<file path="config.mk">
export PLATFORM = sky130hd
export DESIGN_NAME = dm_arbiter
export DESIGN_NICKNAME = d
export VERILOG_FILES = /design/src/rtl/dm_arbiter.sv
export SDC_FILE = /design/constraint.sdc
export NUM_CORES = 1
export LEC_CHECK = 0
export ABC_AREA = 1
export CAP_MARGIN = 20
export CORE_MARGIN = 5
export CORE_UTILIZATION = 40
export CTS_CLUSTER_SIZE = 25
export DETAILED_ROUTE_END_ITERATION = 16
export PLACE_DENSITY_LB_ADDON = 0.15
export SKIP_CTS_REPAIR_TIMING = 1
export SYNTH_ARGS = -nofsm -noshare
export SYNTH_HDL_FRONTEND = slang
export SYNTH_SLANG_ARGS = --single-unit
</file>
<file path="constraint.sdc">
create_clock -name clk -period 2.1 [get_ports clk]
set_input_delay 0.42 -clock clk [delete_from_list [all_inputs] [get_ports clk]]
set_output_delay 0.42 -clock clk [all_outputs]
set_load 0.03 [all_outputs]
</file>
<file path="src/rtl/dm_arbiter.sv">
// Two-port arbiter/sequencer for the single-port data memory: latches one command, drives dm for one cycle.
// Round-robin by default; define DM_ARB_FIXED_PRIO_EN for fixed priority (port 0 always wins).
module dm_arbiter #(
  parameter int AW = 32,
  parameter int DW = 32
) (
  input  logic          clk,
  input  logic          rst,
  input  logic          req0,
  input  logic          req1,
  input  logic          we0,
  input  logic          we1,
  input  logic [AW-1:0] addr0,
  input  logic [AW-1:0] addr1,
  input  logic [DW-1:0] wdata0,
  input  logic [DW-1:0] wdata1,
  output logic          gnt0,
  output logic          gnt1,
  output logic          rvalid0,
  output logic          rvalid1,
  output logic [DW-1:0] rdata0,
  output logic [DW-1:0] rdata1,
  output logic [AW-1:0] dm_addr,
  output logic          dm_wr,
  output logic          dm_rd,
  output logic [DW-1:0] dm_wdata,
  input  logic [DW-1:0] dm_rdata
);

  typedef enum logic {IDLE, ACCESS} state_e;

  state_e        state_q, state_d;
  logic          we_q, we_d;
  logic [AW-1:0] addr_q, addr_d;
  logic [DW-1:0] wdata_q, wdata_d;
  logic          id_q, id_d;
  logic          rvalid0_q, rvalid0_d, rvalid1_q, rvalid1_d;
  logic [DW-1:0] rdata0_q, rdata0_d, rdata1_q, rdata1_d;
  logic          any_req;
  logic          win;

  assign any_req = req0 | req1;

`ifdef DM_ARB_FIXED_PRIO_EN
  assign win = ~req0;
`else
  logic last_q, last_d;
  // On a tie the port that did not win last time goes next.
  assign win    = (req0 & req1) ? ~last_q : req1;
  assign last_d = (state_q == IDLE && any_req) ? win : last_q;
`endif

  // NOTE: all state uses non-blocking assignments so every register samples pre-edge values.
  always_ff @(posedge clk) begin
    if (rst) begin
      state_q   <= IDLE;
      we_q      <= 1'b0;
      addr_q    <= '0;
      wdata_q   <= '0;
      id_q      <= 1'b0;
      rvalid0_q <= 1'b0;
      rvalid1_q <= 1'b0;
      rdata0_q  <= '0;
      rdata1_q  <= '0;
`ifndef DM_ARB_FIXED_PRIO_EN
      last_q    <= 1'b1;
`endif
    end else begin
      state_q   <= state_d;
      we_q      <= we_d;
      addr_q    <= addr_d;
      wdata_q   <= wdata_d;
      id_q      <= id_d;
      rvalid0_q <= rvalid0_d;
      rvalid1_q <= rvalid1_d;
      rdata0_q  <= rdata0_d;
      rdata1_q  <= rdata1_d;
`ifndef DM_ARB_FIXED_PRIO_EN
      last_q    <= last_d;
`endif
    end
  end

  always_comb begin : next_state
    state_d = state_q;
    case (state_q)
      IDLE:    if (any_req) state_d = ACCESS;
      ACCESS:  state_d = IDLE;
      default: state_d = IDLE;
    endcase
  end

  // NOTE: every output gets a default first so no path infers a latch.
  always_comb begin : outputs
    gnt0  = 1'b0;
    gnt1  = 1'b0;
    dm_wr = 1'b0;
    if (state_q == ACCESS && !rst) begin
      gnt0  = ~id_q;
      gnt1  = id_q;
      dm_wr = we_q;
    end
  end

  always_comb begin : datapath
    we_d    = we_q;
    addr_d  = addr_q;
    wdata_d = wdata_q;
    id_d    = id_q;
    if (state_q == IDLE && any_req) begin
      id_d    = win;
      we_d    = win ? we1 : we0;
      addr_d  = win ? addr1 : addr0;
      wdata_d = win ? wdata1 : wdata0;
    end
    rvalid0_d = gnt0 & ~we_q;
    rvalid1_d = gnt1 & ~we_q;
    rdata0_d  = rvalid0_d ? dm_rdata : rdata0_q;
    rdata1_d  = rvalid1_d ? dm_rdata : rdata1_q;
  end

  assign dm_addr  = addr_q;
  assign dm_wdata = wdata_q;
  assign dm_rd    = 1'b0;
  assign rvalid0  = rvalid0_q;
  assign rvalid1  = rvalid1_q;
  assign rdata0   = rdata0_q;
  assign rdata1   = rdata1_q;

endmodule

</file>
---- Word level (Yosys, flattened, before mapping) ----
Index checks and enable logic that the tools add are counted.
word-level totals
  bits in registers ....................... 134
  logic and storage cells ................. 30
  bits of input ports ..................... 166
  output and inout port bits .............. 134
cells by class
  bitwise logic cells ..................... 8
  muxes and demuxes ....................... 9
  reductions and logical operators ........ 3
operators by type and width
  kind                                   count
  32-bit 2-to-1 mux                      2
  1-bit 2-to-1 mux                       6
  1-bit NOT                              4
  1-bit bitwise AND                      3
  1-bit logical AND                      2
  1-bit one-hot mux with 2 select lines  1
  1-bit zero test                        1
  1-bit bitwise OR                       1

---- Depth between registers and ports, before layout ----
Gate-level depths: netlist of run 1.
  depth after elaboration ................. 4
  depth in mapped cells ................... 7
  depth with buffers taken out ............ 5

---- Worst setup path before layout of run 1 ----
No wires, ideal clock.
  kind .................................... reg2out
  from .................................... register we_q
  to ...................................... output port dm_wr
  cell stages (with the launch flop) ...... 4
  path buffers ............................ 1
  data required time ...................... 1,680 ps
  data arrival time ....................... 1,399 ps
  path slack .............................. 281 ps
  cells stage by stage .................... dfxtp_1 > inv_1 > clkbuf_1 > nor3_1
between the ends
  word-level cells in the longest chain between the ends .. 1
ends and longest elaborated chain
  element                 RTL line  source
  start, declared         33        logic we_q, we_d;
  start signal, assigned  70        we_q <= we_d;
  1-bit 2-to-1 mux        98        if (state_q == ACCESS && !rst) begin
  end, declared           24        output logic dm_wr,
No other way between the ends.

---- Worst setup path in the final report of run 1 ----
  from .................................... register state_q
  to ...................................... output port dm_wr
between the ends
  word-level cells in the longest chain between the ends .. 2
ends and longest elaborated chain
  element                 RTL line  source
  start, declared         32        state_e state_q, state_d;
  start signal, assigned  69        state_q <= state_d;
  1-bit logical AND       98
  1-bit 2-to-1 mux        98
No other way between the ends.

==> results of run 1 <==
## cell usage in the layout, fill, tap and decap left out, drive strengths merged
cell type,synthesis,final
clkdlybuf4s50,0,293
inv,37,37
clkbuf,24,21
buf,59,29
o21bai,64,64
a21oi,1,1
bufinv,0,1
dfxtp,134,134
nand3,69,69
a21boi,65,65
clkinvlp,0,4
nor3,1,1
dlymetal6s2s,0,2
conb,1,1
o21ai,1,1
nor2,264,264
nand2,134,134
clkinv,1,7
nand4,64,64
## worst max path at each step
stage                       end  depth (start not counted)  slack [ps]    start
after floorplan           dm_wr                          3         280     we_q
after global placement     gnt0                          5         150      rst
after detailed placement   gnt0                          5         150      rst
after CTS                  gnt0                          3        -140  state_q
after global routing      dm_wr                          3          80  state_q
final                     dm_wr                          3         170  state_q
## power by group through the flow
| stage | Clock [W] | Sequential, W | Combinational, W |
|---|---|---|---|
| floorplan | 0 | 0.00321 | 0.000711 |
| global placement | 0 | 0.00287 | 0.00190 |
| detailed placement | 0 | 0.00288 | 0.00191 |
| CTS | 0.00292 | 0.00283 | 0.00192 |
| global route | 0.00303 | 0.00285 | 0.00206 |
| finish | 0.00287 | 0.00282 | 0.00190 |
## final cells by class
type | instances | share of cell area (%)
clock inverter | 11 | 0.952
multi-input combinational | 664 | 32.0
tap | 216 | 2.64
sequential | 134 | 26.2
clock buffer | 21 | 4.69
inverter | 38 | 1.39
timing repair buffer | 324 | 32.2
## worst reg2reg max path, stage by stage, from the launching register on
cell,delay (ps)
sky130_fd_sc_hd__dfxtp_1,480
sky130_fd_sc_hd__inv_1,200
sky130_fd_sc_hd__nor2_4,120
sky130_fd_sc_hd__buf_4,320
sky130_fd_sc_hd__nand4_1,160
sky130_fd_sc_hd__nand2_1,110
sky130_fd_sc_hd__nor2_1,50
## metrics by stage
stage               hold WS (ps)  worst slack, ps  power (W)
floorplan                    429              281    0.00392
finish                       437              175    0.00759
detailed placement           470              150    0.00479
CTS                          430             -140    0.00767
global placement             461              153    0.00477
global route                 450             84.4    0.00794
## cells by family after synthesis
| family | synth area share (%) |
|---|---|
| AND/OR/NAND/NOR | 35.0 |
| buffers and inverters | 8.67 |
| AO/OA/AOI/OAI | 15.0 |
| flip-flops | 41.2 |
| other | 0.0576 |
## per-layer routing
layer	share of wire, %	up-vias
met2	46	236
met1	40	3030
met4	2.4	0
met3	11	32
met5	0	-
li1	-	3529
## flip-flops by register name, indices dropped and copies added (netlist names), 32 cells and up
signal    count
rdata0       32
rdata1       32
dm_addr      32
dm_wdata     32
## synth_stat cells
library cell,number,area (um2)
sky130_fd_sc_hd__nor2_1,260,976
sky130_fd_sc_hd__dfxtp_1,134,2680
sky130_fd_sc_hd__nand2_1,134,503
sky130_fd_sc_hd__nand3_1,67,335
sky130_fd_sc_hd__a21boi_0,65,488
sky130_fd_sc_hd__nand4_1,64,400
sky130_fd_sc_hd__o21bai_1,64,480
sky130_fd_sc_hd__buf_2,43,215
sky130_fd_sc_hd__inv_1,36,135
sky130_fd_sc_hd__clkbuf_1,24,90.1
sky130_fd_sc_hd__buf_4,9,67.6
sky130_fd_sc_hd__buf_1,4,15.0
sky130_fd_sc_hd__buf_6,3,33.8
sky130_fd_sc_hd__nor2_4,3,33.8
sky130_fd_sc_hd__nand3_2,2,20.0
sky130_fd_sc_hd__a21oi_1,1,5.00
sky130_fd_sc_hd__clkinv_1,1,3.75
sky130_fd_sc_hd__conb_1,1,3.75
sky130_fd_sc_hd__inv_2,1,3.75
sky130_fd_sc_hd__nor2_2,1,6.26
sky130_fd_sc_hd__nor3_1,1,5.00
sky130_fd_sc_hd__o21ai_0,1,5.00
==> metrics.txt, run 1 <==
# TYPE chip_impl_metric gauge
chip_impl_metric{name="timing.critical_path.slowest_cell_delay",unit="ps"} 480
chip_impl_info{name="cp-end-kind",value="output pin"} 1
chip_impl_metric{name="detail-route-antenna-nets",unit=""} 0
chip_impl_metric{name="fp.dieArea",unit="um2"} 18900
chip_impl_metric{name="swShare",unit="%"} 29.5
chip_impl_metric{name="critical_path_buf_inv_count",unit=""} 2
chip_impl_metric{name="vias_per_cell",unit=""} 4.85
chip_impl_metric{name="layout-drive-gt1-share",unit="%"} 5.79
chip_impl_metric{name="grt_use_met3",unit="%"} 8.73
chip_impl_metric{name="power.internal",unit="W"} 0.00535
chip_impl_info{name="tritoncts_clock_tree",value="done"} 1
chip_impl_metric{name="std_cell_rows",unit=""} 46
chip_impl_metric{name="grt_start_max_net_pins",unit=""} 69
chip_impl_metric{name="floorplan.initialDensity",unit="%"} 40.8
chip_impl_metric{name="antenna-diode-count",unit=""} 0
chip_impl_metric{name="numCtsBuffers",unit=""} 17
chip_impl_metric{name="dieWidth",unit="um"} 138
chip_impl_metric{name="placed_cell_area",unit="um2"} 9660
chip_impl_metric{name="ioPinCount",unit=""} 300
chip_impl_info{name="clk_root_buffer_cell",value="sky130_fd_sc_hd__clkbuf_16"} 1
chip_impl_metric{name="cts_htree_levels",unit=""} 4
chip_impl_metric{name="postSynthRegisterBits",unit=""} 134
chip_impl_metric{name="timing_max_transition_violations_final",unit=""} 0
chip_impl_metric{name="core_area",unit="um2"} 15900
chip_impl_info{name="critPathTopFamily",value="flip-flops"} 1
chip_impl_metric{name="drt_wl_total",unit="mm"} 20.9
chip_impl_metric{name="vdd_ir_drop_max",unit="mV"} 0.550
chip_impl_metric{name="timing_worst_slew_pin_value",unit="ps"} 696
chip_impl_metric{name="final_hold_viol_count",unit=""} 0
chip_impl_info{name="hold_path_start",value="rst"} 1
chip_impl_metric{name="worst_path_maximum_fanout",unit=""} 4
chip_impl_metric{name="reg2reg_setup_slack",unit="ps"} 570
chip_impl_metric{name="area_growth_syn_to_layout",unit="%"} 57.4
chip_impl_info{name="hold_class",value="input port to register"} 1
chip_impl_metric{name="arrival",unit="ps"} 1510
chip_impl_metric{name="syn_area",unit="um2"} 6510
chip_impl_info{name="r2r-start",value="state_q"} 1
chip_impl_info{name="start_kind",value="register"} 1
chip_impl_metric{name="seq_area_frac_synth",unit="%"} 41.2
chip_impl_info{name="crit_slowest_cell",value="sky130_fd_sc_hd__dfxtp_1"} 1
chip_impl_metric{name="finalInstanceArea",unit="um2"} 10200
chip_impl_info{name="global_route.peak_usage_layer",value="met2"} 1
chip_impl_metric{name="antenna_found_initial",unit=""} 0
chip_impl_metric{name="drv.max_cap_violation_count",unit=""} 0
chip_impl_metric{name="whs_path_depth",unit=""} 4
chip_impl_metric{name="finish.net_count",unit=""} 1345
chip_impl_metric{name="clock_latency",unit="ps"} 420
chip_impl_metric{name="cts_buffer_depth",unit=""} 2
chip_impl_info{name="setup_repair_after_global_routing_missed_its_margin",value="false"} 1
chip_impl_metric{name="dp_cells",unit=""} 1376
chip_impl_metric{name="die-height",unit="um"} 138
chip_impl_metric{name="drcViolationCount",unit=""} 0
chip_impl_metric{name="synth_fp_nets",unit=""} 1085
chip_impl_metric{name="portBuffers",unit=""} 298
chip_impl_metric{name="starting_drc_count_in_detailed_routing",unit=""} 314
chip_impl_metric{name="setup_tns",unit="ps"} 0
chip_impl_metric{name="place.detailed.hpwl",unit="mm"} 14.9
chip_impl_metric{name="final.setup_skew",unit="ps"} 8.00
chip_impl_metric{name="number_of_library_cell_types_mapped_by_synthesis",unit=""} 22
chip_impl_metric{name="sequential_share_of_power",unit="%"} 37.2
chip_impl_metric{name="total_area_of_multi_input_combinational_cells",unit="um2"} 3270
chip_impl_metric{name="routed_via_count",unit=""} 6827
chip_impl_metric{name="synth-warning-count",unit=""} 0
chip_impl_info{name="path_class",value="register to output pin"} 1
chip_impl_metric{name="worst_slew_margin_relative_to_its_limit",unit="%"} 53.6
chip_impl_metric{name="final_gp_congestion",unit=""} 0.806
chip_impl_metric{name="clock_power_share",unit="%"} 37.8
chip_impl_info{name="worst_r2r_endpoint",value="rdata0[22]"} 1
chip_impl_metric{name="p_per_area",unit="nW/um2"} 741
chip_impl_metric{name="grt_use_met2",unit="%"} 35.5
chip_impl_metric{name="detail_route.first_pass.iterations",unit=""} 5
chip_impl_metric{name="post_synth_inst_count",unit=""} 919
chip_impl_info{name="run_status",value="finished clean"} 1
chip_impl_metric{name="grt_first_pass_wirelength",unit="mm"} 32.3
chip_impl_metric{name="final_core_util",unit="%"} 64.3
chip_impl_metric{name="post_drt_wl_per_cell",unit="um"} 14.8
chip_impl_metric{name="worst_ep_required_time",unit="ps"} 1680
chip_impl_metric{name="switching_power_summed_over_all_nets",unit="W"} 0.00224
chip_impl_metric{name="instances_no_fill",unit=""} 1408
chip_impl_metric{name="clock_sink_count",unit=""} 134
chip_impl_metric{name="worstRegToRegCells",unit=""} 6
chip_impl_metric{name="period_share",unit="%"} 91.7
chip_impl_metric{name="grt_use_met1",unit="%"} 25.2
chip_impl_metric{name="final-setup-viol-count",unit=""} 0
chip_impl_metric{name="finalCriticalPeriod",unit="ps"} 1930
chip_impl_metric{name="power.leakage",unit="nW"} 4.34
chip_impl_info{name="path_cells",value="inv_1 -> nor3_1 -> buf_4"} 1
chip_impl_metric{name="grtUsageTotal",unit="%"} 21.6
chip_impl_metric{name="share_comb_of_total_power",unit="%"} 25.0
chip_impl_metric{name="cts.clk_slew.worst_paths",unit="ps"} 60
chip_impl_metric{name="final.fill_count",unit=""} 1474
chip_impl_metric{name="timing.fmax",unit="MHz"} 519
chip_impl_info{name="timing.hold.worst_endpoint",value="rvalid0"} 1
chip_impl_metric{name="seq_area",unit="um2"} 2680
chip_impl_metric{name="first_global_vias",unit=""} 6342
chip_impl_metric{name="global_route.overflow_total",unit=""} 0
chip_impl_metric{name="synthesis.area_per_instance",unit="um2"} 7.08
Note: power is estimated with default switching activity, not from simulation.
==> run 2: changes to the inputs <==
CELL_PAD_IN_SITES_DETAIL_PLACEMENT = 1   (was not set)
CELL_PAD_IN_SITES_GLOBAL_PLACEMENT = 1   (was not set)
CORE_UTILIZATION = 31   (was 40)
PLACE_DENSITY_LB_ADDON = 0.1   (was 0.15)
==> run 2 against run 1 <==
  * Sequential share of layout area fell by 0.17 points
  * Worst setup slack improved by 13 ps
  * Register-to-register slack barely moved
  * Critical path depth fell by 2
  * Total power rose by 5.1%
  * Sequential power barely moved
  * Critical endpoint is now dm_wdata[4]
==> metrics.txt, run 2 (synthesized netlist as in run 1, its figures left out) <==
# TYPE chip_impl_metric gauge
chip_impl_metric{name="dieWidth",unit="um"} 155
chip_impl_metric{name="p_per_area",unit="nW/um2"} 774
chip_impl_metric{name="timing.critical_path.slowest_cell_delay",unit="ps"} 700
chip_impl_metric{name="ioPinCount",unit=""} 300
chip_impl_metric{name="final_gp_congestion",unit=""} 0.776
chip_impl_metric{name="worst_path_maximum_fanout",unit=""} 2
chip_impl_metric{name="timing_max_transition_violations_final",unit=""} 0
chip_impl_metric{name="die-height",unit="um"} 155
chip_impl_info{name="hold_path_start",value="rst"} 1
chip_impl_metric{name="floorplan.initialDensity",unit="%"} 31.3
chip_impl_metric{name="cts_buffer_depth",unit=""} 2
chip_impl_metric{name="final-setup-viol-count",unit=""} 0
chip_impl_metric{name="numCtsBuffers",unit=""} 17
chip_impl_metric{name="pre_cts_ws",unit="ps"} 135
chip_impl_metric{name="clock_sink_count",unit=""} 134
chip_impl_metric{name="antenna-diode-count",unit=""} 0
chip_impl_metric{name="placed_cell_area",unit="um2"} 9660
chip_impl_metric{name="reg2reg_setup_slack",unit="ps"} 580
chip_impl_metric{name="final.fill_count",unit=""} 2563
chip_impl_metric{name="layout-drive-gt1-share",unit="%"} 5.48
chip_impl_info{name="crit_slowest_cell",value="sky130_fd_sc_hd__clkdlybuf4s50_1"} 1
chip_impl_metric{name="antenna_found_initial",unit=""} 2
chip_impl_metric{name="grtUsageTotal",unit="%"} 19.3
chip_impl_metric{name="finish.net_count",unit=""} 1339
chip_impl_metric{name="cts_htree_levels",unit=""} 4
chip_impl_metric{name="finalInstanceArea",unit="um2"} 10300
chip_impl_metric{name="final_hold_viol_count",unit=""} 0
chip_impl_info{name="critPathTopFamily",value="buffers and inverters"} 1
chip_impl_metric{name="grt_start_max_net_pins",unit=""} 74
chip_impl_info{name="layout_common_cells",value="sky130_fd_sc_hd__clkdlybuf4s50_1 (293), sky130_fd_sc_hd__nor2_1 (260), sky130_fd_sc_hd__dfxtp_1 (134)"} 1
chip_impl_metric{name="detail_route.first_pass.iterations",unit=""} 4
chip_impl_metric{name="cts.clk_slew.worst_paths",unit="ps"} 60
chip_impl_metric{name="final_core_util",unit="%"} 49.5
chip_impl_metric{name="vdd_ir_drop_max",unit="mV"} 0.534
chip_impl_metric{name="core_area",unit="um2"} 20800
chip_impl_metric{name="worst_ep_required_time",unit="ps"} 1680
chip_impl_metric{name="place.detailed.hpwl",unit="mm"} 16.8
chip_impl_metric{name="fp.dieArea",unit="um2"} 24000
chip_impl_metric{name="whs_path_depth",unit=""} 4
chip_impl_metric{name="area_growth_syn_to_layout",unit="%"} 58.4
chip_impl_info{name="cp-end-kind",value="output pin"} 1
chip_impl_info{name="timing.hold.worst_endpoint",value="rvalid0"} 1
chip_impl_info{name="tritoncts_clock_tree",value="done"} 1
chip_impl_metric{name="final.setup_skew",unit="ps"} 10.7
chip_impl_metric{name="first_global_vias",unit=""} 6852
chip_impl_metric{name="drcViolationCount",unit=""} 0
chip_impl_info{name="path_cells",value="clkdlybuf4s50_1"} 1
chip_impl_metric{name="dp_cells",unit=""} 1429
chip_impl_info{name="worst_r2r_endpoint",value="rdata1[30]"} 1
chip_impl_metric{name="power.leakage",unit="nW"} 4.31
chip_impl_metric{name="period_share",unit="%"} 91.1
chip_impl_metric{name="worst_slew_margin_relative_to_its_limit",unit="%"} 53.9
chip_impl_info{name="run_status",value="finished clean"} 1
chip_impl_metric{name="timing.fmax",unit="MHz"} 523
chip_impl_metric{name="routed_via_count",unit=""} 6860
chip_impl_metric{name="clock_latency",unit="ps"} 420
chip_impl_info{name="r2r-start",value="id_q"} 1
chip_impl_metric{name="drt_wl_total",unit="mm"} 23.7
chip_impl_metric{name="timing_worst_slew_pin_value",unit="ps"} 691
chip_impl_info{name="path_class",value="register to output pin"} 1
chip_impl_metric{name="instances_no_fill",unit=""} 1461
chip_impl_metric{name="arrival",unit="ps"} 1490
chip_impl_info{name="start_kind",value="register"} 1
chip_impl_metric{name="vias_per_cell",unit=""} 4.70
chip_impl_metric{name="starting_drc_count_in_detailed_routing",unit=""} 265
chip_impl_metric{name="grt_first_pass_wirelength",unit="mm"} 37.0
chip_impl_metric{name="layout_setup_ws",unit="ps"} 188
chip_impl_metric{name="std_cell_rows",unit=""} 53
chip_impl_metric{name="worstRegToRegCells",unit=""} 6
chip_impl_metric{name="drv.max_cap_violation_count",unit=""} 0
chip_impl_info{name="setup_repair_after_global_routing_missed_its_margin",value="false"} 1
chip_impl_info{name="hold_class",value="input port to register"} 1
chip_impl_info{name="clk_root_buffer_cell",value="sky130_fd_sc_hd__clkbuf_16"} 1
chip_impl_metric{name="detail-route-antenna-nets",unit=""} 0
chip_impl_metric{name="portBuffers",unit=""} 298
chip_impl_metric{name="post_drt_wl_per_cell",unit="um"} 16.2
chip_impl_metric{name="global_route.overflow_total",unit=""} 0
chip_impl_info{name="most_common_cell_after_layout_fill_and_taps_aside",value="sky130_fd_sc_hd__clkdlybuf4s50_1"} 1
chip_impl_metric{name="critical_path_buf_inv_count",unit=""} 1
chip_impl_metric{name="finalCriticalPeriod",unit="ps"} 1910
## run 2: changes by cell type in the layout (fill, tap and decap cells not counted), sizes merged
cell / previous run / this run
buf: 29 / 24
bufinv: 1 / 4
clkbuf: 21 / 20
clkinv: 7 / 6
clkinvlp: 4 / 3
dlymetal6s2s: 2 / 1
## run 2: power breakdown
group	leakage [nW]	switching [W]	internal, W	total [W]
Clock	0.308	0.00117	0.00208	0.00325
Combinational	2.91	0.00105	0.000856	0.00191
Sequential	1.10	0.0000950	0.00272	0.00282
## run 2: how the worst max path moves through the flow
stage | from | endpoint | cells past startpoint
after CTS | state_q | gnt0 | 3
final | dm_wdata[4] | dm_wdata[4] | 1
after global routing | id_q | gnt1 | 4
after floorplan | we_q | dm_wr | 3
after global placement | rst | gnt0 | 5
after detailed placement | rst | gnt0 | 5
## run 2: per-layer routing
layer,wire [um],vias up,GRT usage [%]
met4,535,4,6.48
met1,9920,3122,22.4
met5,34,-,0
li1,-,3502,-
met2,11100,198,31.9
met3,2170,34,8.37
## run 2: area by class of cell
type / instances / area [um2] / share of cell area [%]
multi-input cells: 664 / 3270 / 31.8
repair buffers: 318 / 3230 / 31.3
flip-flops and latches: 134 / 2680 / 26.0
clock buffers: 20 / 467 / 4.53
well taps: 275 / 344 / 3.34
clock inverters: 12 / 175 / 1.70
inverters: 38 / 143 / 1.38
## run 2: per-stage QoR
| stage | TNS, ps | power [W] | hold WS (ps) |
|---|---|---|---|
| global route | 0 | 0.00839 | 467 |
| finish | 0 | 0.00798 | 465 |
| global placement | 0 | 0.00477 | 462 |
| detailed placement | 0 | 0.00480 | 470 |
| floorplan | 0 | 0.00392 | 429 |
| CTS | -25.3 | 0.00811 | 446 |
==> run 3: changes to the inputs <==
CORE_MARGIN = 2   (was 5)
==> run 3 against run 2 <==
  * Clock power shrank 6%
  * Flip-flop and latch count is the same
  * Largest power group unchanged
  * Clock-buffer cell count shrank 1
  * Sequential share of layout area grew 0.089 points
  * Via count grew 1.7%
  * Critical path type unchanged
  * Combinational power is essentially flat
  * Critical path depth grew 2
  * Total power shrank 2.3%
  * Wire length shrank 2.3%
  * Non-clock buffer count shrank 1
==> metrics.txt, run 3 (synthesized netlist as in run 1, its figures left out) <==
# TYPE chip_impl_metric gauge
chip_impl_info{name="run_status",value="finished clean"} 1
chip_impl_metric{name="power.leakage",unit="nW"} 4.30
chip_impl_metric{name="final_core_util",unit="%"} 49.4
chip_impl_metric{name="final_hold_viol_count",unit=""} 0
chip_impl_metric{name="first_global_vias",unit=""} 7146
chip_impl_metric{name="place.detailed.hpwl",unit="mm"} 16.1
chip_impl_metric{name="finish.net_count",unit=""} 1338
chip_impl_metric{name="grtUsageTotal",unit="%"} 20.8
chip_impl_metric{name="vias_per_cell",unit=""} 4.77
chip_impl_metric{name="post_drt_wl_per_cell",unit="um"} 15.8
chip_impl_metric{name="detail-route-antenna-nets",unit=""} 0
chip_impl_metric{name="antenna_found_initial",unit=""} 5
chip_impl_metric{name="arrival",unit="ps"} 1540
chip_impl_metric{name="dieWidth",unit="um"} 149
chip_impl_metric{name="finalPower",unit="W"} 0.00779
chip_impl_metric{name="final.fill_count",unit=""} 2577
chip_impl_metric{name="finalInstanceArea",unit="um2"} 10300
chip_impl_metric{name="drv.max_cap_violation_count",unit=""} 0
chip_impl_metric{name="fp.dieArea",unit="um2"} 22200
chip_impl_metric{name="final.setup_skew",unit="ps"} 9.43
chip_impl_metric{name="detail_route.first_pass.iterations",unit=""} 4
chip_impl_metric{name="final_gp_congestion",unit=""} 0.751
chip_impl_metric{name="period_share",unit="%"} 93.3
chip_impl_metric{name="vdd_ir_drop_max",unit="mV"} 0.513
chip_impl_metric{name="area_growth_syn_to_layout",unit="%"} 57.9
chip_impl_metric{name="global_route.overflow_total",unit=""} 0
chip_impl_metric{name="p_per_area",unit="nW/um2"} 758
chip_impl_metric{name="starting_drc_count_in_detailed_routing",unit=""} 211
chip_impl_info{name="hold_class",value="input port to register"} 1
chip_impl_info{name="path_class",value="register to output pin"} 1
chip_impl_metric{name="cts.clk_slew.worst_paths",unit="ps"} 60
chip_impl_metric{name="worst_slew_margin_relative_to_its_limit",unit="%"} 53.1
chip_impl_metric{name="seq_area",unit="um2"} 2680
chip_impl_metric{name="worstRegToRegCells",unit=""} 5
chip_impl_metric{name="ioPinCount",unit=""} 300
chip_impl_metric{name="setup_tns",unit="ps"} 0
chip_impl_metric{name="routed_via_count",unit=""} 6974
chip_impl_metric{name="grt_start_max_net_pins",unit=""} 72
chip_impl_metric{name="layout-drive-gt1-share",unit="%"} 5.32
chip_impl_info{name="start_kind",value="register"} 1
chip_impl_metric{name="numCtsBuffers",unit=""} 17
chip_impl_metric{name="whs_path_depth",unit=""} 4
chip_impl_metric{name="timing_max_transition_violations_final",unit=""} 0
chip_impl_info{name="layout_common_cells",value="sky130_fd_sc_hd__clkdlybuf4s50_1 (293), sky130_fd_sc_hd__nor2_1 (260), sky130_fd_sc_hd__dfxtp_1 (134)"} 1
chip_impl_metric{name="timing_worst_slew_pin_value",unit="ps"} 703
chip_impl_metric{name="floorplan.initialDensity",unit="%"} 31.3
chip_impl_metric{name="drt_wl_total",unit="mm"} 23.2
chip_impl_metric{name="finalCriticalPeriod",unit="ps"} 1960
chip_impl_metric{name="grt_first_pass_wirelength",unit="mm"} 36.7
chip_impl_info{name="most_common_cell_after_layout_fill_and_taps_aside",value="sky130_fd_sc_hd__clkdlybuf4s50_1"} 1
chip_impl_metric{name="total_area_of_multi_input_combinational_cells",unit="um2"} 3270
chip_impl_metric{name="drcViolationCount",unit=""} 0
chip_impl_info{name="cp-end-kind",value="output pin"} 1
chip_impl_metric{name="final-setup-viol-count",unit=""} 0
chip_impl_metric{name="cts_buffer_depth",unit=""} 2
chip_impl_metric{name="whs",unit="ps"} 409
chip_impl_metric{name="clock_latency",unit="ps"} 410
chip_impl_metric{name="placed_cell_area",unit="um2"} 9660
chip_impl_info{name="clk_root_buffer_cell",value="sky130_fd_sc_hd__clkbuf_16"} 1
chip_impl_metric{name="core_area",unit="um2"} 20800
chip_impl_metric{name="worst_ep_required_time",unit="ps"} 1680
chip_impl_info{name="tritoncts_clock_tree",value="done"} 1
chip_impl_metric{name="clock_sink_count",unit=""} 134
chip_impl_metric{name="die-height",unit="um"} 149
chip_impl_info{name="setup_repair_after_global_routing_missed_its_margin",value="false"} 1
chip_impl_metric{name="cts_htree_levels",unit=""} 4
chip_impl_metric{name="worst_path_maximum_fanout",unit=""} 23
chip_impl_metric{name="portBuffers",unit=""} 298
chip_impl_metric{name="timing.fmax",unit="MHz"} 510
chip_impl_metric{name="std_cell_rows",unit=""} 53
[run 3: cell types whose count changed in the layout (fill, tap and decap cells not counted)]
cell,before,now
sky130_fd_sc_hd__clkinv_4,2,5
sky130_fd_sc_hd__diode_2,0,3
sky130_fd_sc_hd__clkinvlp_4,3,0
sky130_fd_sc_hd__bufinv_16,4,3
sky130_fd_sc_hd__buf_4,14,13
sky130_fd_sc_hd__clkbuf_8,3,2
sky130_fd_sc_hd__clkinv_2,3,4
[run 3: layout make-up]
| type | instances | area share, % |
|---|---|---|
| clock buffer | 19 | 4.41 |
| timing repair buffer | 317 | 31.3 |
| clock inverter | 12 | 1.50 |
| inverter | 38 | 1.39 |
| sequential | 134 | 26.1 |
| multi-input combinational | 664 | 31.9 |
| antenna | 3 | 0.0730 |
| tap | 275 | 3.35 |
[run 3: routing by layer]
metal | GRT usage [%] | wire, um
met1 | 24.1 | 9720
met2 | 34.7 | 10900
met5 | 0 | 21
met4 | 6.86 | 456
met3 | 8.87 | 2120
[run 3: power by group]
| group | switching [W] | total (W) | internal, W |
|---|---|---|---|
| sequential | 0.0000956 | 0.00282 | 0.00272 |
| combinational | 0.00105 | 0.00190 | 0.000851 |
| clock | 0.00115 | 0.00307 | 0.00192 |
[run 3: critical path, stage by stage, from the launching register on]
cell and delay, ps:
sky130_fd_sc_hd__dfxtp_1 460, sky130_fd_sc_hd__inv_2 230, sky130_fd_sc_hd__nor3_1 230, sky130_fd_sc_hd__buf_4 200
[run 3: stage by stage]
step / std cells / worst slack, ps
2_1_floorplan: 919 / 281
3_3_place_gp: 1428 / 194
3_5_place_dp: 1428 / 160
4_1_cts: 1459 / -5.89
5_1_grt: 1461 / 46.2
6_report: 1462 / 141
[run 3: final timing paths]
| path | slack, ps | end | from |
|---|---|---|---|
| min reg2reg | 480 | rdata1[29] | rdata1[29] |
| max reg2reg | 460 | rdata0[6] | we_q |
| min | 410 | rvalid0 | rst |
| max | 140 | dm_wr | we_q |
